<file path="src/rtl/fe_pkg.sv">
// Shared GF(2^255 - 19) constants and helpers used by the field adder, subtractor and multiplier.
// Elements are N words of W bits, least-significant word first.
package fe_pkg;

    localparam int unsigned W    = 17;
    localparam int unsigned N    = 15;
    localparam int unsigned C    = 19;
    localparam int unsigned LOGN = 4;
    localparam int unsigned EW   = W * N;

    localparam logic [EW-1:0] P = {EW{1'b1}} - EW'(C - 1);

    typedef struct packed {
        logic [EW-1:0] a;
        logic [EW-1:0] b;
    } fe_pair_t;

    // Word i of P: only the lowest word differs from all-ones.
    function automatic logic [W-1:0] p_word(input logic [LOGN-1:0] i);
        if (i == '0) begin
            return W'((2 ** W) - C);
        end
        return {W{1'b1}};
    endfunction

endpackage

</file>
<file path="src/rtl/feadd_if.sv">
// Start/done handshake and operand/result bus shared by the word-serial field units.
interface feadd_if;
    import fe_pkg::*;

    logic          start;
    logic [EW-1:0] a_in;
    logic [EW-1:0] b_in;
    logic          busy;
    logic          done;
    logic [EW-1:0] out;

    modport master (output start, a_in, b_in, input busy, done, out);
    modport slave  (input start, a_in, b_in, output busy, done, out);

endinterface

</file>
<file path="src/rtl/fe_word_addsub.sv">
// One W-bit word of a + b (with carry) and of that sum minus the matching P word (with borrow).
module fe_word_addsub
    import fe_pkg::*;
(
    input  logic [W-1:0] a_w,
    input  logic [W-1:0] b_w,
    input  logic [W-1:0] p_w,
    input  logic         carry_in,
    input  logic         borrow_in,
    output logic [W-1:0] s_w,
    output logic         carry_out,
    output logic [W-1:0] t_w,
    output logic         borrow_out
);

    logic [W:0] s_full;
    logic [W:0] t_full;

    always_comb begin
        s_full     = {1'b0, a_w} + {1'b0, b_w} + (W+1)'(carry_in);
        t_full     = {1'b0, s_full[W-1:0]} - {1'b0, p_w} - (W+1)'(borrow_in);
        s_w        = s_full[W-1:0];
        carry_out  = s_full[W];
        t_w        = t_full[W-1:0];
        borrow_out = t_full[W];
    end

endmodule

</file>
<file path="src/rtl/feadd.sv">
// Word-serial modular adder: out = (a + b) mod P, one W-bit word per clock, start/done handshake.
// Sum and sum-minus-P are built in parallel; the final carry/borrow picks the canonical one.
module feadd
    import fe_pkg::*;
(
    input  logic    clock,
    input  logic    reset_n,
    feadd_if.slave  bus
);

    localparam logic [0:0] IDLE = 1'b0;
    localparam logic [0:0] RUN  = 1'b1;

    logic [0:0]      state_q,  state_d;
    logic [LOGN-1:0] idx_q,    idx_d;
    fe_pair_t        op_q,     op_d;
    logic [EW-1:0]   sum_q,    sum_d;
    logic [EW-1:0]   diff_q,   diff_d;
    logic [EW-1:0]   out_q,    out_d;
    logic            carry_q,  carry_d;
    logic            borrow_q, borrow_d;
    logic            sel_q,    sel_d;
    logic            busy_q,   busy_d;
    logic            done_q,   done_d;

    logic [W-1:0] w_sum;
    logic [W-1:0] w_diff;
    logic         w_carry;
    logic         w_borrow;

    fe_word_addsub u_word (
        .a_w        (op_q.a[W-1:0]),
        .b_w        (op_q.b[W-1:0]),
        .p_w        (p_word(idx_q)),
        .carry_in   (carry_q),
        .borrow_in  (borrow_q),
        .s_w        (w_sum),
        .carry_out  (w_carry),
        .t_w        (w_diff),
        .borrow_out (w_borrow)
    );

    // Next-state and datapath update.
    always_comb begin
        state_d  = state_q;
        idx_d    = idx_q;
        op_d     = op_q;
        sum_d    = sum_q;
        diff_d   = diff_q;
        carry_d  = carry_q;
        borrow_d = borrow_q;
        sel_d    = sel_q;
        busy_d   = busy_q;
        done_d   = 1'b0;

        case (state_q)
            IDLE: begin
                if (bus.start) begin
                    op_d     = '{a: bus.a_in, b: bus.b_in};
                    idx_d    = '0;
                    carry_d  = 1'b0;
                    borrow_d = 1'b0;
                    busy_d   = 1'b1;
                    state_d  = RUN;
                end
            end
            RUN: begin
                op_d.a   = op_q.a >> W;
                op_d.b   = op_q.b >> W;
                sum_d    = {w_sum,  sum_q[EW-1:W]};
                diff_d   = {w_diff, diff_q[EW-1:W]};
                carry_d  = w_carry;
                borrow_d = w_borrow;
                idx_d    = idx_q + LOGN'(1);
                if (idx_q == LOGN'(N - 1)) begin
                    // No final borrow, or a carry out of bit 254, means a + b >= P.
                    sel_d   = w_carry | ~w_borrow;
                    done_d  = 1'b1;
                    busy_d  = 1'b0;
                    idx_d   = LOGN'(N);
                    state_d = IDLE;
                end
            end
            default: begin
                state_d = IDLE;
                idx_d   = LOGN'(N);
                busy_d  = 1'b0;
            end
        endcase

        out_d = sel_d ? diff_d : sum_d;
    end

    always_ff @(posedge clock or negedge reset_n) begin
        if (!reset_n) begin
            state_q  <= IDLE;
            idx_q    <= LOGN'(N);
            op_q     <= '0;
            sum_q    <= '0;
            diff_q   <= '0;
            out_q    <= '0;
            carry_q  <= 1'b0;
            borrow_q <= 1'b0;
            sel_q    <= 1'b0;
            busy_q   <= 1'b0;
            done_q   <= 1'b0;
        end else begin
            state_q  <= state_d;
            idx_q    <= idx_d;
            op_q     <= op_d;
            sum_q    <= sum_d;
            diff_q   <= diff_d;
            out_q    <= out_d;
            carry_q  <= carry_d;
            borrow_q <= borrow_d;
            sel_q    <= sel_d;
            busy_q   <= busy_d;
            done_q   <= done_d;
        end
    end

    assign bus.busy = busy_q;
    assign bus.done = done_q;
    assign bus.out  = out_q;

endmodule

</file>
<file path="src/flat_wrapper.sv">
// flat-port wrapper written by rule: the top's interface ports become plain ports
module feadd_flat import fe_pkg::*;
  (clock, reset_n, bus_start, bus_a_in, bus_b_in, bus_busy, bus_done, bus_out);
  feadd_if bus_i ();
  input  logic clock;
  input  logic reset_n;
  input wire logic [$bits(bus_i.start)-1:0] bus_start;
  input wire logic [$bits(bus_i.a_in)-1:0] bus_a_in;
  input wire logic [$bits(bus_i.b_in)-1:0] bus_b_in;
  output wire logic [$bits(bus_i.busy)-1:0] bus_busy;
  output wire logic [$bits(bus_i.done)-1:0] bus_done;
  output wire logic [$bits(bus_i.out)-1:0] bus_out;
  assign bus_i.start = bus_start;
  assign bus_i.a_in = bus_a_in;
  assign bus_i.b_in = bus_b_in;
  assign bus_busy = bus_i.busy;
  assign bus_done = bus_i.done;
  assign bus_out = bus_i.out;
  feadd u_core (.clock(clock), .reset_n(reset_n), .bus(bus_i));
endmodule
</file>
<file path="config.mk">
export PLATFORM = sky130hd
export DESIGN_NAME = feadd_flat
export DESIGN_NICKNAME = d
export VERILOG_FILES = /design/src/rtl/fe_pkg.sv /design/src/rtl/feadd_if.sv /design/src/rtl/fe_word_addsub.sv /design/src/rtl/feadd.sv /design/src/flat_wrapper.sv
export SDC_FILE = /design/constraint.sdc
export NUM_CORES = 2
export LEC_CHECK = 0
export ABC_AREA = 1
export BUFFER_PORTS_ARGS = -buffer_cell sky130_fd_sc_hd__buf_2
export CORE_MARGIN = 3
export CORE_UTILIZATION = 57
export CTS_CLUSTER_SIZE = 10
export DETAILED_ROUTE_END_ITERATION = 8
export PLACE_DENSITY = 0.83
export SYNTH_ARGS = -nofsm -noshare
export SYNTH_HDL_FRONTEND = slang
export SYNTH_SLANG_ARGS = --single-unit
</file>
<file path="constraint.sdc">
create_clock -name clock -period 4.8 [get_ports clock]
set_input_delay 0 -clock clock [delete_from_list [all_inputs] [get_ports clock]]
set_output_delay 0 -clock clock [all_outputs]
set_load 0.005 [all_outputs]
</file>
==> results of run 1 <==
[Yosys cell counts (4+ instances only)]
master / instances
nand3_2: 5
a31oi_1: 4
inv_2: 4
xnor2_1: 8
or2_2: 7
nor2_1: 18
o21ai_0: 38
inv_1: 68
clkbuf_1: 271
a21oi_1: 26
buf_6: 24
xor2_1: 8
a22o_1: 32
dfrtp_1: 1281
dfstp_2: 4
ha_1: 36
o211ai_1: 5
nand2_1: 3755
nand3_1: 507
buf_1: 11
buf_2: 25
nand2_2: 6
[through the flow]
stage	setup TNS, ps	std cells	area [µm²]
detailed placement	-673	7836	56800
floorplan	0	6177	52300
global placement	0	7836	56800
CTS	0	8874	69600
[timing repair]
action | CTS
hold buffers | 860
buffers inserted | 0
endpoints found under the hold margin | 663
gates cloned | 0
resized for setup | 3
endpoints found under the setup margin | 48
[cells by family after synthesis]
| kind of cell | Yosys count |
|---|---|
| adders and majority gates | 39 |
| buffers and inverters | 407 |
| DFF | 1285 |
| AOI/OAI and AO/OA | 118 |
| xor gates and xnor gates | 17 |
| and+or+nand+nor | 4311 |
[routing by layer]
layer / overflow / GRT usage [%]
met1: 0 / 53.9
met2: 2 / 71.4
met3: 0 / 34.6
met4: 0 / 46.7
met5: 0 / 16.9
==> impl_metrics.py, run 1 <==
metrics = {
    "global_routing": {
        "grt_first_pass_wirelength_um": 360000,
        "grt_start_max_net_pins": 255,
        "grt.total_usage_pct": 52.6,
        "grt_pass1_vias": 58400,
        "grt_overflow": 2,
    },
    "placed_design": {
        "post-dp-hpwl_um": 106000,
        "numPortBuffers": 769,
        "place.gp.congestion": 0.930,
        "place_worst_setup_slack_ps": -38.4,
    },
    "logic_synthesis": {
        "synth_edf_count": 0,
        "synthesis.area_mm2": 0.0523,
        "synth_top_area_cell": "dfrtp_1",
        "synth_top_family_by_area": "simple AND/OR/NAND/NOR gates",
        "avgSynthCellArea_um2": 8.46,
        "synth_xor_area_share_pct": 0.299,
        "synthAdderAreaFrac_pct": 0.977,
        "synthCells": 6177,
        "ys_warn_count": 0,
        "ys_types": 42,
        "syn-num-nets": 6729,
        "synth-seq-area-share_pct": 61.5,
        "synthArstFlopShare_pct": 100,
        "synth-seq-cells": 1285,
        "ys.flop_type": "dfrtp_1",
        "synth_simple_gate_area_share_pct": 32.4,
        "synth_area_leaders": "dfrtp_1, nand2_1, nand3_1, clkbuf_1, ha_1",
        "synth_compound_area_share_pct": 1.47,
        "yosys-mux-area-fraction_pct": 0,
        "synth_top_area_share_pct": 61.3,
    },
    "floorplanning": {
        "row_count": 110,
        "ioPinCount": 770,
        "initial_core_util_pct": 57.8,
        "fp.dieH_um": 309,
        "die_x_um": 309,
    },
    "status": {
        "status": "did not finish",
        "haltStage": "5_1_grt",
        "first-error": "[ERROR GRT-0116] Global routing finished with congestion. Check the congestion regions in the DRC Viewer.",
    },
    "clocking": {
        "cts_buffers": 149,
        "clock-sinks": 1285,
        "cts.path.max_buffers": 3,
        "cts-root-buf": "clkbuf_16",
        "cts_max_level": 4,
    },
}
==> inputs of run 2 (changes only) <==
Settings changed: CORE_UTILIZATION 57 to 40, CTS_CLUSTER_SIZE 10 to not set, PLACE_DENSITY 0.83 to not set, PLACE_DENSITY_LB_ADDON set to 0.15.
==> run 2 against run 1 <==
The flow now finishes without violations; area after synthesis is the same; synthesized cell count stayed put.
==> impl_metrics.py, run 2 <==
metrics = {
    "global_routing": {
        "grt_start_max_net_pins": 208,
        "grt_overflow": 0,
        "grt_util_met3_pct": 5.78,
        "grt_pass1_vias": 50400,
        "use_met2_pct": 46.5,
        "grt.total_usage_pct": 27.5,
        "top_usage_layer": "met2",
        "grtUsageMet1_pct": 33.5,
        "antenna_found_initial": 63,
        "grt_first_pass_wirelength_um": 290000,
    },
    "layout": {
        "layout-drive-gt1-share_pct": 14.0,
        "synthToLayoutAreaGrowth_pct": 40.0,
        "largest_reg_flops": 510,
        "final_nets": 8407,
        "mostFrequentLayoutCells": "nand2_1, dfrtp_1, dlygate4sd3_1",
        "regMostFlops": "u_core.op_q",
        "final_common_cell": "nand2_1",
    },
    "worst_setup_path": {
        "r2r_cells": 27,
        "critical_path_class": "flip-flop to flip-flop",
        "worst_path_largest_cell_delay_ps": 440,
        "crit_top_cell": "nand2_1",
        "cp.required_ps": 5500,
        "critPathLaunchType": "flip-flop",
        "crit_path_top_delay_cell": "fa_1",
        "cp.arrival_ps": 5130,
        "end_kind": "flip-flop",
        "cp_max_fo": 33,
    },
    "detailed_routing": {
        "firstDrtPassIters": 6,
        "drt_iter0_drc": 4373,
        "routed_via_density": 4.98,
        "routed_wirelength_um": 189000,
        "wl_per_cell_um": 19.3,
        "ant_nets": 0,
        "drc": 0,
        "route.vias.total": 48600,
    },
    "power_and_ir_drop": {
        "p_leak_nw": 38.4,
        "power_density_mw_per_mm2": 667,
        "power_mw": 48.8,
        "ir_drop_mv": 0.569,
    },
    "logic_synthesis": {
        "synth_top_area_cell": "dfrtp_1",
        "synthesis.area_mm2": 0.0523,
        "avgSynthCellArea_um2": 8.46,
        "syn-num-nets": 6729,
        "synth_top_area_share_pct": 61.3,
        "ys_top_cells_by_count": "nand2_1, dfrtp_1, nand3_1",
        "synthCells": 6177,
        "synth-seq-area-share_pct": 61.5,
        "synth_area_leaders": "dfrtp_1, nand2_1, nand3_1, clkbuf_1, ha_1",
        "ys_types": 42,
        "synthArstFlopShare_pct": 100,
        "synthMostInstantiatedCell": "nand2_1",
        "ys_warn_count": 0,
        "ys.flop_type": "dfrtp_1",
        "synth_edf_count": 0,
        "synth-seq-cells": 1285,
    },
    "timing": {
        "relSlewSlack_pct": 21.7,
        "rsz0062_at_grt": "false",
        "final_max_slew_viol_count": 0,
        "setup_tns_ps": 0,
        "setup_viol_count_final": 0,
        "fin_ws_ps": 366,
        "worst_pin_slew_ps": 1170,
        "layout_min_cycle_time_ps": 4430,
        "fin_skew_ps": 39.3,
        "max_freq_ghz": 0.226,
        "fin_crit_sh_pct": 92.4,
        "hold_viol": 0,
    },
    "floorplanning": {
        "die_x_um": 367,
        "ioPinCount": 770,
        "fp.dieH_um": 367,
        "row_count": 132,
        "fp.dieArea_mm2": 0.135,
        "core_mm2": 0.130,
        "initial_core_util_pct": 40.3,
    },
    "clocking": {
        "clock-sinks": 1285,
        "cts_buffers": 143,
        "cts_max_level": 4,
        "clock_latency_ps": 770,
        "cts-root-buf": "clkbuf_16",
        "clk_pin_slew_ps": 60,
        "cts_tree": "done",
        "cts.path.max_buffers": 3,
    },
    "placed_design": {
        "post-dp-hpwl_um": 118000,
        "place_worst_setup_slack_ps": 198,
        "place.gp.congestion": 0.911,
        "numPortBuffers": 769,
    },
    "status": {
        "status": "finished clean",
    },
    "worst_hold_path": {
        "min_delay_path_depth": 4,
        "hold_path_class": "input port to flip-flop",
    },
    "job": {
        "cap_violations": 0,
    },
}
run 2: cell counts after synthesis:
Identical to the previous run, type by type.
run 2: worst paths after layout:
check	start	to	slack, ps
setup / recovery	u_core.carry_q$_DFFE_PN0P_	u_core.bus.out[68]$_DFF_PN0_	370
hold / removal	bus_b_in[197]	u_core.op_q[197]$_DFFE_PN0P_	30
setup reg to reg	u_core.carry_q$_DFFE_PN0P_	u_core.bus.out[68]$_DFF_PN0_	370
hold reg to reg	u_core.sum_q[13]$_DFF_PN0_	u_core.sum_q[13]$_DFF_PN0_	470
max in group asynchronous	reset_n	u_core.op_q[149]$_DFFE_PN0P_	3320
min in group asynchronous	reset_n	u_core.bus.out[4]$_DFF_PN0_	580
run 2: critical path: cells and delay by family, from the launching register on:
kind / cells / cell delay, ps
xor gates and xnor gates: 1 / 140
AOI/OAI and AO/OA: 2 / 350
buffers and inverters: 6 / 780
DFF: 1 / 400
and+or+nand+nor: 14 / 1400
adders and majority gates: 4 / 1290
run 2: report_power, final:
part / leakage (nW) / switching [mW] / internal (mW)
clock: 2.34 / 4.70 / 6.40
sequential: 16.5 / 3.00 / 15.6
combinational: 19.6 / 11.9 / 7.12
run 2: cell families after synthesis:
group	synth area share (%)
DFF	61.5
AOI/OAI and AO/OA	1.47
and+or+nand+nor	32.4
adders and majority gates	0.977
xor gates and xnor gates	0.299
buffers and inverters	3.37
run 2: repair_timing:
action,in CTS,in global routing
buffers inserted,0,6
hold buffers,1017,0
resized for setup,0,14
setup endpoints to repair,0,252
endpoints found under the hold margin,1184,0
run 2: routing by layer:
| metal | up-vias | wire [µm] |
|---|---|---|
| met5 | - | 107 |
| met4 | 18 | 9320 |
| met3 | 568 | 11700 |
| met2 | 1855 | 93000 |
| met1 | 23500 | 74600 |
| li1 | 22600 | - |
run 2: final cells by class:
cell class	instances	area [µm²]
flip-flops and latches	1285	32200
clock inverters	48	563
clock buffers	210	4200
diodes	52	130
repair buffers	1867	15200
well taps	1742	2180
fillers	11300	56500
inverters	73	305
multi-input cells	4485	18400
run 2: through the flow:
| step | area, µm² | hold slack, ps | util, % | instances |
|---|---|---|---|---|
| after global routing | 73200 | 21.1 | 56.4 | 9754 |
| after CTS | 72800 | 0.0246 | 56.1 | 9699 |
| final | 73200 | 33.9 | 56.4 | 9762 |
| after global placement | 57800 | 79.6 | 44.6 | 8424 |
| after floorplan | 52300 | -296 | - | 6177 |
| after detailed placement | 57800 | 74.9 | 44.6 | 8424 |
Note: power is estimated with default switching activity, not from simulation.
